## src/rtl/adler_pkg.sv

```systemverilog
// Shared constants and types for the Adler-32 sink stage (frame geometry, data
// width, Adler modulus/initial value, FSM state, stage-1 register layout).
package adler_pkg;

    localparam int SIZE_W_WD   = 16;
    localparam int SIZE_H_WD   = 16;
    localparam int DATA_PXL_WD = 32;
    localparam int ADLER_WD    = 32;

    localparam logic [15:0]         ADLER_MOD  = 16'd65521;
    localparam logic [ADLER_WD-1:0] ADLER_INIT = 32'h0000_0001;

    typedef enum logic [1:0] {
        ST_IDLE,
        ST_ACC,
        ST_DRAIN,
        ST_FIN
    } adler_st_e;

    typedef struct packed {
        logic                   vld;
        logic [2:0]             n;
        logic [DATA_PXL_WD-1:0] word;
    } adler_stg_t;

    // Bytes a word may still contribute: min(4, remaining).
    function automatic logic [2:0] take_bytes(input logic [31:0] rem);
        return (rem >= 32'd4) ? 3'd4 : rem[2:0];
    endfunction

endpackage

```

## src/rtl/adler_upd.sv

```systemverilog
// Combinational Adler-32 update for up to four MSB-first bytes, followed by
// the s1/s2 modular reductions. Inputs s1/s2 are assumed already < 65521.
module adler_upd
    import adler_pkg::*;
(
    input  logic [15:0]            s1_i,
    input  logic [15:0]            s2_i,
    input  logic [DATA_PXL_WD-1:0] word_i,
    input  logic [2:0]             n_i,
    output logic [15:0]            s1_o,
    output logic [15:0]            s2_o
);

    localparam logic [18:0] MOD19 = 19'(ADLER_MOD);

    logic [18:0] sum, wsum, x1, x2, r1, fold, r2;

    always_comb begin
        sum  = '0;
        wsum = '0;
        for (int k = 0; k < 4; k++) begin
            // Byte k carries weight n-k; bytes past n drop out entirely.
            if (3'(k) < n_i) begin
                sum  = sum + 19'(word_i[8*(3-k) +: 8]);
                wsum = wsum + 19'(n_i - 3'(k)) * 19'(word_i[8*(3-k) +: 8]);
            end
        end
        x1 = 19'(s1_i) + sum;
        x2 = 19'(s2_i) + 19'(n_i) * 19'(s1_i) + wsum;
        r1 = (x1 >= MOD19) ? x1 - MOD19 : x1;
        // 2^16 mod 65521 == 15, so the top bits fold back in with weight 15.
        fold = 19'(x2[18:16]) * 19'd15 + 19'(x2[15:0]);
        r2   = (fold >= MOD19) ? fold - MOD19 : fold;
        s1_o = r1[15:0];
        s2_o = r2[15:0];
    end

endmodule

```

## src/rtl/adler_top.sv

```systemverilog
// Adler-32 over the filtered scanline byte stream, one 32-bit word per cycle.
// Optional overrun/restart error flag: define ADLER_OVR_CHK_EN.
module adler_top
    import adler_pkg::*;
(
    input  logic                   clk,
    input  logic                   rstn,
    input  logic [SIZE_W_WD-1:0]   cfg_w_i,
    input  logic [SIZE_H_WD-1:0]   cfg_h_i,
    input  logic                   start_i,
    input  logic                   val_i,
    input  logic [DATA_PXL_WD-1:0] dat_i,
`ifdef ADLER_OVR_CHK_EN
    output logic                   err_o,
`endif
    output logic                   done_o,
    output logic [ADLER_WD-1:0]    adler_o
);

    adler_st_e   state_q, state_d;
    adler_stg_t  stg_q, stg_d;
    logic [31:0] rem_q, total;
    logic [15:0] s1_q, s2_q, s1_upd, s2_upd;
    logic [2:0]  n_acc, n_upd;
    logic        acc, fin_ld, done_q;
    logic [ADLER_WD-1:0] adler_q;

    assign total = 32'(cfg_h_i) * (32'd1 + (32'(cfg_w_i) << 2));

    always_ff @(posedge clk or negedge rstn) begin
        if (!rstn) state_q <= ST_IDLE;
        else       state_q <= state_d;
    end

    always_comb begin
        state_d = state_q;
        if (start_i) begin
            state_d = (total == 32'd0) ? ST_DRAIN : ST_ACC;
        end else begin
            case (state_q)
                ST_ACC:   if (val_i && rem_q <= 32'd4) state_d = ST_DRAIN;
                ST_DRAIN: state_d = ST_FIN;
                ST_FIN:   state_d = ST_IDLE;
                default:  state_d = state_q;
            endcase
        end
    end

    always_comb begin
        acc    = (state_q == ST_ACC) && val_i && !start_i;
        n_acc  = take_bytes(rem_q);
        fin_ld = (state_q == ST_DRAIN) && !start_i;
    end

    assign stg_d = '{vld: acc, n: acc ? n_acc : 3'd0, word: dat_i};
    assign n_upd = stg_q.vld ? stg_q.n : 3'd0;

    adler_upd u_upd (
        .s1_i   (s1_q),
        .s2_i   (s2_q),
        .word_i (stg_q.word),
        .n_i    (n_upd),
        .s1_o   (s1_upd),
        .s2_o   (s2_upd)
    );

    always_ff @(posedge clk or negedge rstn) begin
        if (!rstn) begin
            stg_q   <= '0;
            rem_q   <= '0;
            s1_q    <= 16'd1;
            s2_q    <= 16'd0;
            done_q  <= 1'b0;
            adler_q <= ADLER_INIT;
        end else begin
            stg_q  <= stg_d;
            done_q <= fin_ld;
            if (start_i) begin
                rem_q <= total;
                s1_q  <= 16'd1;
                s2_q  <= 16'd0;
            end else begin
                if (acc) rem_q <= rem_q - 32'(n_acc);
                s1_q <= s1_upd;
                s2_q <= s2_upd;
            end
            // Last word is still in stage 1 during DRAIN; capture it via the update path.
            if (fin_ld) adler_q <= {s2_upd, s1_upd};
        end
    end

    assign done_o  = done_q;
    assign adler_o = adler_q;

`ifdef ADLER_OVR_CHK_EN
    logic started_q, err_q;

    always_ff @(posedge clk or negedge rstn) begin
        if (!rstn) begin
            started_q <= 1'b0;
            err_q     <= 1'b0;
        end else if (start_i) begin
            started_q <= 1'b1;
            err_q     <= (state_q == ST_ACC);
        end else if (val_i && started_q && state_q != ST_ACC) begin
            err_q <= 1'b1;
        end
    end

    assign err_o = err_q;
`endif

endmodule

```

## config.mk

```make
export PLATFORM = sky130hd
export DESIGN_NAME = adler_top
export DESIGN_NICKNAME = d
export VERILOG_FILES = /design/src/rtl/adler_pkg.sv /design/src/rtl/adler_upd.sv /design/src/rtl/adler_top.sv
export SDC_FILE = /design/constraint.sdc
export NUM_CORES = 1
export LEC_CHECK = 0
export CORE_MARGIN = 3
export CORE_UTILIZATION = 40
export DETAILED_ROUTE_END_ITERATION = 10
export PLACE_DENSITY = 0.64
export SLEW_MARGIN = 30
export SYNTH_ARGS = -nofsm -noshare
export SYNTH_HDL_FRONTEND = slang
export SYNTH_HIERARCHICAL = 1
export SYNTH_SLANG_ARGS = --single-unit
```

## constraint.sdc

```tcl
create_clock -name clk -period 16.9 [get_ports clk]
set_clock_uncertainty 0.05 [all_clocks]
set_input_delay 3.38 -clock clk [delete_from_list [all_inputs] [get_ports clk]]
set_output_delay 3.38 -clock clk [all_outputs]
set_load 0.02 [all_outputs]
```

## Word-level counts from Yosys, hierarchy flattened

Cells that the tools add are included.

| cells by class | value |
|---|---|
| $add $sub $neg | 17 |
| $lt $le $gt $ge | 8 |
| mux-type cells | 21 |
| shift operators | 0 |
| bitwise gates (word level) | 0 |
| divide/modulo/power cells | 0 |
| reduce and logical (&&, ||, !) cells | 9 |
| $mul | 7 |
| equality and inequality tests | 4 |

Operators by type and width:

| operator | number |
|---|---|
| 19-bit two-way mux | 7 |
| 19-bit adder | 4 |
| 16-bit two-way mux | 4 |
| 32-bit two-way mux | 2 |
| 19-bit by 8-bit multiplier with 19-bit output | 3 |
| 16-bit by 19-bit adder with 19-bit output | 2 |
| 19-bit by 8-bit adder with 19-bit output | 2 |
| 32-bit by 3-bit >= comparator with 1-bit output (second input constant) | 1 |
| 32-bit by 3-bit less-or-equal comparator with 1-bit output (second input constant) | 1 |
| 32-bit logical NOT | 1 |
| 16-bit by 19-bit multiplier with 32-bit output | 1 |
| 16-bit subtractor (second input constant) | 2 |
| 32-bit by 3-bit subtractor with 32-bit output | 1 |
| 1-bit by 18-bit adder with 19-bit output (first input constant) | 1 |
| 19-bit by 16-bit >= comparator with 1-bit output (second input constant) | 1 |
| 3-bit by 16-bit multiplier with 19-bit output | 1 |
| 7-bit by 16-bit adder with 17-bit output | 1 |
| 17-bit by 16-bit >= comparator with 1-bit output (second input constant) | 1 |
| 3-bit by 8-bit multiplier with 11-bit output | 1 |
| 8-bit by 8-bit adder with 9-bit output | 1 |
| 3-bit two-way mux | 3 |
| 8-bit two-way mux | 1 |
| 3-bit by 2-bit subtractor with 4-bit output (second input constant) | 2 |
| 3-bit by 4-bit multiplier with 7-bit output (second input constant) | 1 |
| 13 further kinds | 21 |

| word-level totals | value |
|---|---|
| latch bits | 0 |
| memories | 0 |
| bits of input ports | 68 |
| bits in read-only memories | 0 |
| flip-flop bits (word level) | 135 |
| bits in writable memories | 0 |
| output and inout port bits | 33 |

## Depth between registers and ports, before layout

| depth | value |
|---|---|
| word-level depth | 15 |
| gate-level depth with buffers | 70 |
| mapped depth without buffers | 67 |

## Cells and area by module

The synthesis kept the hierarchy.

Modules (own cells, without submodules):

| module | seq. area each (µm²) | area an instance (µm²) | times used | cells an instance |
|---|---|---|---|---|
| adler_top | 3,380.7 | 13,840.8 | 1 | 1,395 |
| adler_upd | 0.0 | 11,828.8 | 1 | 1,565 |

## Worst setup path before layout

Ideal clock, no wire load.

| path | value |
|---|---|
| path kind | flip-flop to flip-flop |
| start | register stg_q[35] (netlist bit) |
| end | register adler_q[17], in the netlist adler_o[17] |
| clock period less this slack | 14.781 ns |
| data required time | 16.725 ns |
| stages on the path, launching flop included | 70 |
| path slack | 2.119 ns |
| library setup time | 0.125 ns |
| arrival time | 14.606 ns |
| cell sequence | dfrtp_1 > and2_1 > clkbuf_1 > inv_1 > ha_1 > clkbuf_1 > clkbuf_1 > nand2_1 > nand2_1 > or2_2 > fa_1 > fa_1 > inv_1 > fa_1 > ha_1 > inv_1 > fa_1 > nor2b_1 > (+34 left out) > xor2_1 > fa_1 > inv_1 > fa_1 > inv_1 > ha_1 > a21o_1 > a21oi_1 > o21bai_1 > a21oi_1 > o21bai_1 > xnor2_1 > o31a_1 > or4_4 > a211oi_4 > o21ai_4 > mux2_4 > mux2_2 |

| on the way | value |
|---|---|
| cells in the longest elaborated chain, start to end | 14 |
| elaborated cells between the ends (all ways) | 27 |

RTL lines:

| what | RTL line | RTL |
|---|---|---|
| start, declared | adler_top.sv:21 | `adler_stg_t stg_q, stg_d;` |
| start signal, assigned | adler_top.sv:76 | `stg_q <= stg_d;` |
| 3-bit two-way mux (*) | adler_top.sv:56 | `assign n_upd = stg_q.vld ? stg_q.n : 3'd0;` |
| via n_upd[1] | adler_top.sv:24 | `logic [2:0] n_acc, n_upd;` |
| 3-bit by 1-bit subtractor with 4-bit output, or another cell as far along | adler_upd.sv:25 | `wsum = wsum + 19'(n_i - 3'(k)) * 19'(word_i[8*(3-k) +: 8]);` |
| 19-bit by 8-bit multiplier with 19-bit output / 19-bit two-way mux (equally long branches) | adler_upd.sv:25, adler_upd.sv:23 |  |
| 19-bit adder | adler_upd.sv:25 |  |
| 19-bit two-way mux | adler_upd.sv:23 | `if (3'(k) < n_i) begin` |
| 19-bit adder | adler_upd.sv:25 |  |
| 19-bit two-way mux | adler_upd.sv:23 |  |
| 19-bit adder | adler_upd.sv:25 |  |
| 19-bit two-way mux | adler_upd.sv:23 |  |
| 19-bit adder (*) | adler_upd.sv:29 | `x2 = 19'(s2_i) + 19'(n_i) * 19'(s1_i) + wsum;` |
| 3-bit by 4-bit multiplier with 7-bit output | adler_upd.sv:32 | `fold = 19'(x2[18:16]) * 19'd15 + 19'(x2[15:0]);` |
| 7-bit by 16-bit adder with 17-bit output (*) | adler_upd.sv:32 |  |
| 16-bit subtractor / 17-bit by 16-bit >= comparator with 1-bit output (equally long branches) | adler_upd.sv:33 | `r2 = (fold >= MOD19) ? fold - MOD19 : fold;` |
| 16-bit two-way mux (*) | adler_upd.sv:33 |  |
| via s2_upd[1] | adler_top.sv:23 | `logic [15:0] s1_q, s2_q, s1_upd, s2_upd;` |
| end signal, assigned | adler_top.sv:88 | `if (fin_ld) adler_q <= {s2_upd, s1_upd};` |
| end, declared | adler_top.sv:26 | `logic [ADLER_WD-1:0] adler_q;` |

Mark *: on every way through the listed nets, which the timed path passes. The rest lies on a longest branch.
A chain may end at the register's enable or synchronous reset.

## Worst setup path in the final report

Same ends and word-level chain as after synthesis.

==> impl_results.md <==
* Status: completed
* Hold path endpoint: adler_o[7]
* Main synth FF type: dfrtp_1
* R2r startpoint: stg_q[35]
* Routed WL per cell at 17.0 um
* Seq/Total Area, Yosys at a little over an eighth
* Mean Syn Cell Area at 8.67 um2
* Root Buffer: clkbuf_16
* PortBufs at 100
* Initial core utilization at 40.5%
* Max FO, Critical Path at 9
* Synth warn at 6
* Top cells by area, synth: fa_1 24%, ha_1 15%, dfrtp_1 13%
* PwrDens at about 160 nW/um2
* Largest net degree at the start of global routing at 82
* Gr ovfl total at 0
* Hold Path Class: reg -> reg
* Remaining DRCs at 0
* Layout Nets at 3688
* H-tree Lvls at 4
* RSZ-0062 raised after global routing: false
* Num CTS Buffers at 17
* GPL Wtd Cong at 0.871
* Mapped cell area at around 26000 um2
* Fmax at between 60 and 70 MHz
* Fin. Hold Viols at 0
* First-pass GRT wire length at roughly 110000 um
* Slew at the pin closest to its max-slew limit at 925 ps
* R2R Setup Slk at 1280 ps
* Clock sink count at 135
* Critical path endpoint category: flop
* Slew Limit Fails at 0
* Initial antenna violation count at 0
* Core Util, Final at between 40 and 50%
* Diodes inserted at 0
* CTS Hold Bufs at 0
* Core area at 63300 um2
* # setup viols final at 0
* WP data required at approximately 17000 ps
* Drt total wl at 65500 um
* Vias in the first global route at 20500
* Cell repeated most along the worst path: fa_1
* Vias at about 20000
* Startpoint types: flop
* Top Ports at 101
* Hold depth at 1
* Standard-cell row count at 92
* Reg-to-reg endpoint: adler_o[17]
* Hold Path Origin: adler_o[7]
* Most frequent cells after synthesis: 399 x inv_1, 370 x nand2_1, 315 x ha_1, 309 x fa_1, 157 x nor2_1
* Most common cell in the netlist: inv_1
* Starting DRC count in detailed routing at approximately 1000
* Die area at 67200 um2
* Ratio of cells with drive above 1 in the final layout at approximately 4.5%
* HPWL Detailed at ~53000 um
* Maximum vdd ir drop at 186 uV
* All-Layer GR Usage at 19.9%
* Final worst-path cycle share at 92.4%
* Minimum clock period at 15620 ps
* Post-route cell area at ~28000 um2
* Buf/Inv on CP at 5
* Cell family with most CP delay: adder cells
* Die Width at 259 um
* Lkg Pwr at 13.5 nW
* EDFF count, synth at 0
* Share of the synthesized area in the top cell type at between 20 and 25%
* First-pass detailed-route iteration total at 6
* Synthesized net count at 3652
* Max-cap violation count at 0
* Placed Instance Area at 27500 um2
* Post-CTS sizing at 0
* Total power at between 4 and 5 mW
* Worst reg2reg path depth at 60
* Clk slew on worst S/H paths at 70 ps
* Unique masters post-synth at 83
* Slowest stage cell, crit path: fa_1
* Max_slew headroom at 38.1%
* Seq cells post-synth at between 100 and 150
* Die extent in y at ~260 um
* CTS tree: done
* ANT nets after route at 0
* Area Overhead vs Synth at 9.27%
* Synth async-reset ratio at 100%
* CP Class: reg -> reg
* Max stage delay on crit path at 610 ps
* # Post-CTS Setup Buffers at 0
* Maximum clock path buffer count at 2
* Sum of negative setup slack at 0 ps
* Via/cell ratio at 5.20
* Critical path arrival at roughly 16000 ps
* Clock Latency Late Sink at 470 ps
* Synthesized instance count at approximately 3000
* Synth area leader: fa_1
-- routing by layer --
layer  global-route usage, %  wire length [um]  vias up
met5                       0                 0        -
met4                    4.95              1230        0
met3                    2.31              2430       64
met2                    35.3             32700      366
met1                    25.8             29100     9846
li1                        -                 -     9759
-- worst max-delay path by stage --
stage / startpoint / depth (start not counted) / slack (ps) / end
6_report: stg_q[35] / 60 / 1280 / adler_o[17]
4_1_cts: stg_q[35] / 62 / 1350 / adler_o[17]
3_5_place_dp: stg_q[35] / 62 / 1410 / adler_o[17]
2_1_floorplan: stg_q[35] / 69 / 2120 / adler_o[17]
5_1_grt: stg_q[35] / 60 / 120 / adler_o[17]
3_3_place_gp: stg_q[35] / 62 / 1640 / adler_o[17]
-- report_power, final --
part           switching, mW  leakage (nW)  internal [mW]  total [mW]
sequential            0.0540          1.72          0.396       0.450
clock                  0.173         0.276          0.206       0.379
combinational           2.14          11.5           1.54        3.68
-- registers in the layout, summed over array words and instances (netlist names) --
signal,cells
state_q,2
rem_q,32
done_o,1
stg_q,36
adler_o,32
s1_q,16
s2_q,16
-- stage by stage --
stage / cells / hold WS [ps] / worst slack (ps)
detailed placement: 3823 / 444 / 1410
floorplan: 2960 / 421 / 2120
finish: 3854 / 456 / 1280
global route: 3854 / 474 / 120
global placement: 3823 / 439 / 1640
CTS: 3854 / 461 / 1350
-- area by class of cell --
class / instances / area (um2)
Clock inverter: 14 / 141
Sequential cell: 135 / 3380
Multi-Input combinational cell: 2327 / 20400
Timing Repair Buffer: 116 / 1120
Inverter: 399 / 1500
Fill cell: 6276 / 35300
Tap cell: 846 / 1060
Clock buffer: 17 / 425
-- cells by family after synthesis --
logic type,synth area share [%]
other cells,0.0146
buf+inv,7.30
compound gates,12.4
xor+xnor,6.76
simple gates,18.3
fa+ha+maj,39.5
flops,13.2
mux,2.65
-- worst register-to-register path: cells and delay by family (launching register included) --
| kind | cells | cell delay [ps] |
|---|---|---|
| xor+xnor | 8 | 1570 |
| flops | 1 | 380 |
| buf+inv | 5 | 530 |
| simple gates | 10 | 1740 |
| mux | 4 | 1040 |
| fa+ha+maj | 15 | 5830 |
| compound gates | 18 | 4340 |
-- cells in the final DEF (no fill, tap or decap), drive strengths merged, types with 6 or more instances in the layout --
cell type	count
a2111oi	6
a211o	6
a211oi	16
a21boi	7
a21o	59
a21oi	141
a31oi	15
and2	149
and3	17
buf	18
clkbuf	17
clkdlybuf4s50	98
dfrtp	133
fa	309
ha	315
inv	406
mux2	45
mux2i	17
nand2	371
nand2b	35
nand3	39
nand3b	9
nand4	16
nor2	157
nor2b	76
nor3	37
nor3b	9
nor4	11
o2111ai	6
o211ai	24
o21a	13
o21ai	111
o21bai	27
o31a	7
o31ai	6
or3	17
xnor2	123
xor2	73
No activity file was read; power rests on OpenSTA's default activity.
